## config.mk

```make
export PLATFORM = sky130hd
export DESIGN_NAME = oam_dma_ctrl
export DESIGN_NICKNAME = d
export VERILOG_FILES = /design/src/rtl/oam_dma_ctrl.sv
export SDC_FILE = /design/constraint.sdc
export NUM_CORES = 1
export LEC_CHECK = 0
export ABC_AREA = 0
export CORE_ASPECT_RATIO = 0.6
export CORE_MARGIN = 2
export CORE_UTILIZATION = 25
export DETAILED_ROUTE_END_ITERATION = 16
export PLACE_DENSITY = 0.51
export RECOVER_POWER = 50
export SYNTH_ARGS = -nofsm -noshare
export SYNTH_HDL_FRONTEND = slang
export SYNTH_SLANG_ARGS = --single-unit
```

## constraint.sdc

```tcl
create_clock -name cpu_clk -period 2.05 [get_ports cpu_clk]
set_input_delay 0.3075 -clock cpu_clk [delete_from_list [all_inputs] [get_ports cpu_clk]]
set_output_delay 0.3075 -clock cpu_clk [all_outputs]
set_load 0.01 [all_outputs]
```

## src/rtl/oam_dma_ctrl.sv

```systemverilog
`default_nettype none
// ============================================================================
//  Module      : oam_dma_ctrl
//  Description : Sprite DMA sequencer on the CPU bus. A CPU write to the DMA
//                register stalls the CPU and copies one 256-byte CPU page into
//                the PPU sprite RAM (OAM) through a dedicated OAM write port.
//                The OAM destination starts at the address last written to
//                the OAMADDR register and wraps within OAM.
//  Revision    : 1.0 - initial release
// ----------------------------------------------------------------------------
//  Ports
//    cpu_clk      in   1   CPU clock, the only clock
//    reset_n      in   1   asynchronous active-low reset
//    bus_addr     in  16   CPU bus address
//    bus_din      in   8   CPU write data
//    bus_wr       in   1   bus direction: 1 = read, 0 = write
//    odd_or_even  in   1   CPU cycle parity: 1 = odd cycle
//    mem_din      in   8   CPU-memory read data for the DMA read cycle
//    dma_hijack   out  1   DMA owns the CPU bus, CPU stalled
//    dma_addr     out 16   bus address driven while hijacked
//    dma_wr       out  1   bus direction while hijacked (always read)
//    oam_addr     out  8   OAM write address
//    oam_data     out  8   OAM write data
//    oam_we       out  1   OAM write strobe, one cycle per byte
//    dma_done     out  1   one-cycle pulse after the last OAM write
// ============================================================================
module oam_dma_ctrl #(
    parameter logic [15:0] DMA_REG_ADDR     = 16'h4014,
    parameter logic [15:0] OAMADDR_REG_ADDR = 16'h2003,
    parameter logic        ALIGN_EN         = 1'b1
) (
    input  logic        cpu_clk,
    input  logic        reset_n,
    input  logic [15:0] bus_addr,
    input  logic [7:0]  bus_din,
    input  logic        bus_wr,
    input  logic        odd_or_even,
    input  logic [7:0]  mem_din,
    output logic        dma_hijack,
    output logic [15:0] dma_addr,
    output logic        dma_wr,
    output logic [7:0]  oam_addr,
    output logic [7:0]  oam_data,
    output logic        oam_we,
    output logic        dma_done
);

    localparam logic [2:0] c_IDLE  = 3'd0;
    localparam logic [2:0] c_HALT  = 3'd1;
    localparam logic [2:0] c_ALIGN = 3'd2;
    localparam logic [2:0] c_READ  = 3'd3;
    localparam logic [2:0] c_WRITE = 3'd4;
    localparam logic [2:0] c_DONE  = 3'd5;

    logic [2:0] r_state;
    logic [2:0] w_next_state;
    logic [7:0] r_page;
    logic [7:0] r_oam_base;
    logic [7:0] r_idx;
    logic [7:0] r_data;

    logic w_bus_owned;
    logic w_trigger;
    logic w_oamaddr_wr;

    // The bus is ours from HALT through the last WRITE; the CPU's address
    // lines are meaningless then, so snooping is suppressed.
    assign w_bus_owned  = (r_state == c_HALT)  || (r_state == c_ALIGN) ||
                          (r_state == c_READ)  || (r_state == c_WRITE);
    assign w_trigger    = !w_bus_owned && (r_state == c_IDLE) &&
                          (bus_addr == DMA_REG_ADDR) && !bus_wr;
    assign w_oamaddr_wr = !w_bus_owned &&
                          (bus_addr == OAMADDR_REG_ADDR) && !bus_wr;

    // ------------------------------------------------------------------
    // State register
    // ------------------------------------------------------------------
    always_ff @(posedge cpu_clk or negedge reset_n) begin
        if (!reset_n) begin
            r_state <= c_IDLE;
        end else begin
            r_state <= w_next_state;
        end
    end

    // ------------------------------------------------------------------
    // Next-state logic
    // ------------------------------------------------------------------
    always_comb begin
        w_next_state = r_state;
        case (r_state)
            c_IDLE:  if (w_trigger) w_next_state = c_HALT;
            // An even HALT cycle means the next cycle is odd; burn one more
            // dummy cycle so every READ lands on an even cycle.
            c_HALT:  w_next_state = (ALIGN_EN && !odd_or_even) ? c_ALIGN : c_READ;
            c_ALIGN: w_next_state = c_READ;
            c_READ:  w_next_state = c_WRITE;
            c_WRITE: w_next_state = (r_idx == 8'hFF) ? c_DONE : c_READ;
            c_DONE:  w_next_state = c_IDLE;
            default: w_next_state = c_IDLE;
        endcase
    end

    // ------------------------------------------------------------------
    // Datapath registers: page, OAM base, byte index, read latch
    // ------------------------------------------------------------------
    always_ff @(posedge cpu_clk or negedge reset_n) begin
        if (!reset_n) begin
            r_page     <= 8'h00;
            r_oam_base <= 8'h00;
            r_idx      <= 8'h00;
            r_data     <= 8'h00;
        end else begin
            if (w_oamaddr_wr) begin
                r_oam_base <= bus_din;
            end
            if (w_trigger) begin
                r_page <= bus_din;
                r_idx  <= 8'h00;
            end
            if (r_state == c_READ) begin
                r_data <= mem_din;
            end
            // idx stays at FF after the final byte; the next trigger clears it.
            if ((r_state == c_WRITE) && (r_idx != 8'hFF)) begin
                r_idx <= r_idx + 8'd1;
            end
        end
    end

    // ------------------------------------------------------------------
    // Output decode (registered state only, no bus_* feed-through)
    // ------------------------------------------------------------------
    always_comb begin
        dma_hijack = 1'b0;
        dma_addr   = 16'h0000;
        dma_wr     = 1'b1;
        oam_addr   = 8'h00;
        oam_data   = 8'h00;
        oam_we     = 1'b0;
        dma_done   = 1'b0;
        case (r_state)
            c_HALT, c_ALIGN: begin
                dma_hijack = 1'b1;
            end
            c_READ: begin
                dma_hijack = 1'b1;
                dma_addr   = {r_page, r_idx};
            end
            c_WRITE: begin
                dma_hijack = 1'b1;
                dma_addr   = {r_page, r_idx};
                oam_we     = 1'b1;
                oam_addr   = r_oam_base + r_idx;
                oam_data   = r_data;
            end
            c_DONE: begin
                dma_done = 1'b1;
            end
            default: begin
            end
        endcase
    end

endmodule
`default_nettype wire

```

==> results of run 1 <==
power groups by stage:
stage / Combinational (mW) / Clock (mW) / Sequential (mW)
after detailed placement: 1.98 / 0 / 1.01
after global placement: 1.96 / 0 / 0.998
after CTS: 1.95 / 0.801 / 0.996
after floorplan: 0.901 / 0 / 1.04
after global routing: 2.45 / 0.839 / 1.04
final: 2.24 / 0.769 / 1.01
sequential cells by signal, summed over array words and instances (netlist names):
name and count:
r_idx 8, r_state 3, r_data 8, r_oam_base 8, r_page 8
worst register-to-register path, delay by kind of cell, from the launching register on:
kind / cells / cell delay (ps)
buffers and inverters: 4 / 680
AND/OR/NAND/NOR: 2 / 420
flip-flops: 1 / 370
multiplexers: 1 / 340
AO/OA/AOI/OAI: 1 / 120
layout make-up:
class | count | area (sq um) | area share, %
well taps | 108 | 135 | 3.73
repair buffers | 120 | 1140 | 31.5
flip-flops and latches | 35 | 876 | 24.2
clock inverters | 3 | 23.8 | 0.657
multi-input cells | 154 | 1280 | 35.5
inverters | 8 | 33.8 | 0.933
clock buffers | 5 | 125 | 3.46
layer usage:
layer | wire length (um) | GRT usage [%] | vias to the layer above
met5 | 0 | 0 | -
met4 | 95 | 3.83 | 0
met3 | 408 | 4.70 | 14
met2 | 2570 | 22.1 | 62
met1 | 3360 | 21.2 | 918
li1 | - | - | 983
cell usage after synthesis (5+ instances only):
library cell   n
a21oi_1       12
and2_1        22
dfrtp_1       35
ha_1           8
inv_1          8
mux2_2        24
nand2_1        8
nand3_1        7
nor2_1         5
o21ai_0        8
or3_1          6
path summary, 6_finish.rpt:
path,from,to,slack (ps),depth (start not counted)
max,r_state[0],oam_addr[6],-260,5
min,reset_n,r_oam_base[3],150,1
max reg2reg,r_state[1],r_oam_base[1],10,8
min reg2reg,r_data[3],r_data[3],510,1
max in group asynchronous,reset_n,r_state[0],1330,1
min in group cpu_clk,r_data[3],r_data[3],510,1
layout by cell type, fill, tap and decap left out, types with 3 or more instances in the layout:
cell type / instances
a21o_1: 4
a21oi_1: 10
and2_4: 22
buf_12: 3
buf_2: 6
buf_4: 36
buf_6: 32
clkbuf_16: 6
clkbuf_2: 6
clkdlybuf4s50_1: 35
clkinvlp_4: 3
dfrtp_1: 35
ha_1: 5
inv_1: 7
mux2_2: 24
nand2_1: 7
nand3_1: 6
nor2_1: 5
nor4_1: 3
o21a_1: 4
o21ai_0: 6
o31ai_1: 3
or3_1: 5
xnor2_1: 3
cell families after synthesis:
| kind of cell | share of synthesized area (%) |
|---|---|
| xor+xnor | 2.09 |
| compound gates | 12.9 |
| flops | 41.8 |
| simple gates | 20.4 |
| other cells | 0.179 |
| fa+ha+maj | 5.73 |
| buf+inv | 3.58 |
| mux | 13.4 |
through the flow:
stage / hold WS, ps / total power [mW] / cells
after floorplan: 11.9 / 1.95 / 204
after global placement: 458 / 2.96 / 416
after detailed placement: 454 / 2.99 / 416
after CTS: 141 / 3.75 / 429
after global routing: 212 / 4.33 / 433
final: 148 / 4.01 / 433
timing repair:
item / 4_1_cts / 5_1_grt
gates cloned: 0 / 1
resized for setup: 127 / 81
endpoints found under the setup margin: 34 / 35
hold buffers: 0 / 0
pin swaps: 7 / 33
setup buffers: 5 / 5
==> results by group, run 1 <==
Timing
  • Unrepaired setup endpoints after global routing: yes
  • F_max: 432 MHz
  • Setup violators final: 26
  • Worst clock skew: 5.68 ps
  • Final hold vios: 0
  • Worst slew margin: 38.7%
  • Part of the cycle the worst path needs: 113%
  • Worst setup margin: -262 ps
  • Measured slew at the worst slew-check pin: between 900 and 1000 ps
  • Final TNS setup: -2010 ps
  • Clock period minus worst slack: around 2300 ps
  • Pins over their slew limit: 0

Routing
  • ANT nets after route: 0
  • Post-route DRC violation count: 0
  • Initial DRC Count: 126
  • Vias/cell: ~4.6
  • DR pass1 iterations: 4
  • WL final: 6430 um
  • Total vias in the final route: 1977
  • WL/cell: 14.9 um

Logic synthesis
  • Synth Cell Area: 2100 sq um
  • Yosys top cell by area: dfrtp_1
  • Synth top area cells: dfrtp_1 42%, mux2_2 13%, and2_1 6.6%
  • Synth warn: 0
  • Post-Synthesis Cells: 204
  • Synth Flop Type: dfrtp_1
  • Syn_area_per_cell: 10.3 sq um
  • Yosys top cell area share: 41.8%
  • Post-synth EDFFs: 0
  • Async set or reset register ratio after synthesis: 100%
  • Register area share after synthesis: approximately two fifths
  • Cell variety after synth: 47
  • Yosys reg bits: 35
  • Syn Nets: 249

Layout
  • Final instance area: 3620 sq um
  • # diodes: 0
  • Number of fill cells in the layout: 791
  • Final core occ: about 45%
  • Share of cells above drive strength 1: 48.3%
  • Synth-to-layout area growth: 72.6%
  • Layout Nets: between 300 and 400

Min path
  • HP Class: in -> async

Setup path
  • CP max FO: 5
  • CP arrival: approximately 2000 ps
  • Critical path type: reg -> out
  • Worst path slowest cell: or3b_4
  • Crit end category: output pin
  • Worst-path cell chain: or3b_4, or3_1, or3_1, nand3_1, buf_2
  • Critical Path RT: 1740 ps
  • Most frequent cell on the critical path: or3_1
  • Worst Setup Start Kind: register
  • Family with the most delay on the worst path: simple AND/OR/NAND/NOR gates
  • CP Buf/Inv Count: 1
  • Max incr delay on CP: approximately 440 ps

Global routing
  • Largest net degree at the start of global routing: 36
  • Vias in the first global route: 2008
  • GRT Total Usage: 14.9%
  • GR Overflow Total: 0
  • Initial antenna violation count: 0
  • Wire length of the first global-routing pass: 10200 um

Placement
  • Hpwl dp: 4850 um
  • Placed cell areas: about 3200 sq um
  • Placement Setup Slack: -436 ps
  • Input/output buffers: 70
  • GPL Wtd Cong: 0.766

Clocking
  • CTS buffer count: 5
  • H-tree depth: 2
  • CTS tree: built
  • CTS sink cnt: 35
  • Reg clk slew, reported paths: ~60 ps
  • CTS Buffer Depth: 2
  • Root Buffer: clkbuf_16
  • Clk_lat worst skew: 290 ps

Flow run
  • Max_cap viols: 0

Pwr
  • Clock power frac: 19.2%
  • Internal Pwr Total: roughly 2.6 mW
  • LEAKAGE: around 1.7 nW
  • Worst VDD drop: 0.562 mV
  • Gate power share: 55.8%
  • Sw Share: 36.4%
  • Flop pwr share: 25.0%
  • NetSw: ~1.5 mW
  • PwrDens: 1110 nW/um^2

Die
  • Full die area: 9160 sq um
  • Die W: ~120 um
  • Die height: 74.9 um
  • Core ar.: 8010 sq um
  • Ports: 72
  • Starting Density: 26.2%
  • Row count: 25

Status
  • Failing checks: setup timing
  • Status: complete, but fails checks
Note: power is estimated with default switching activity, not from simulation.
==> inputs of run 2 (changes only) <==
Settings changed: CAP_MARGIN set to 30.
==> results of run 2 <==
Same layout as run 1: the final DEF is identical, and so are final timing and power.
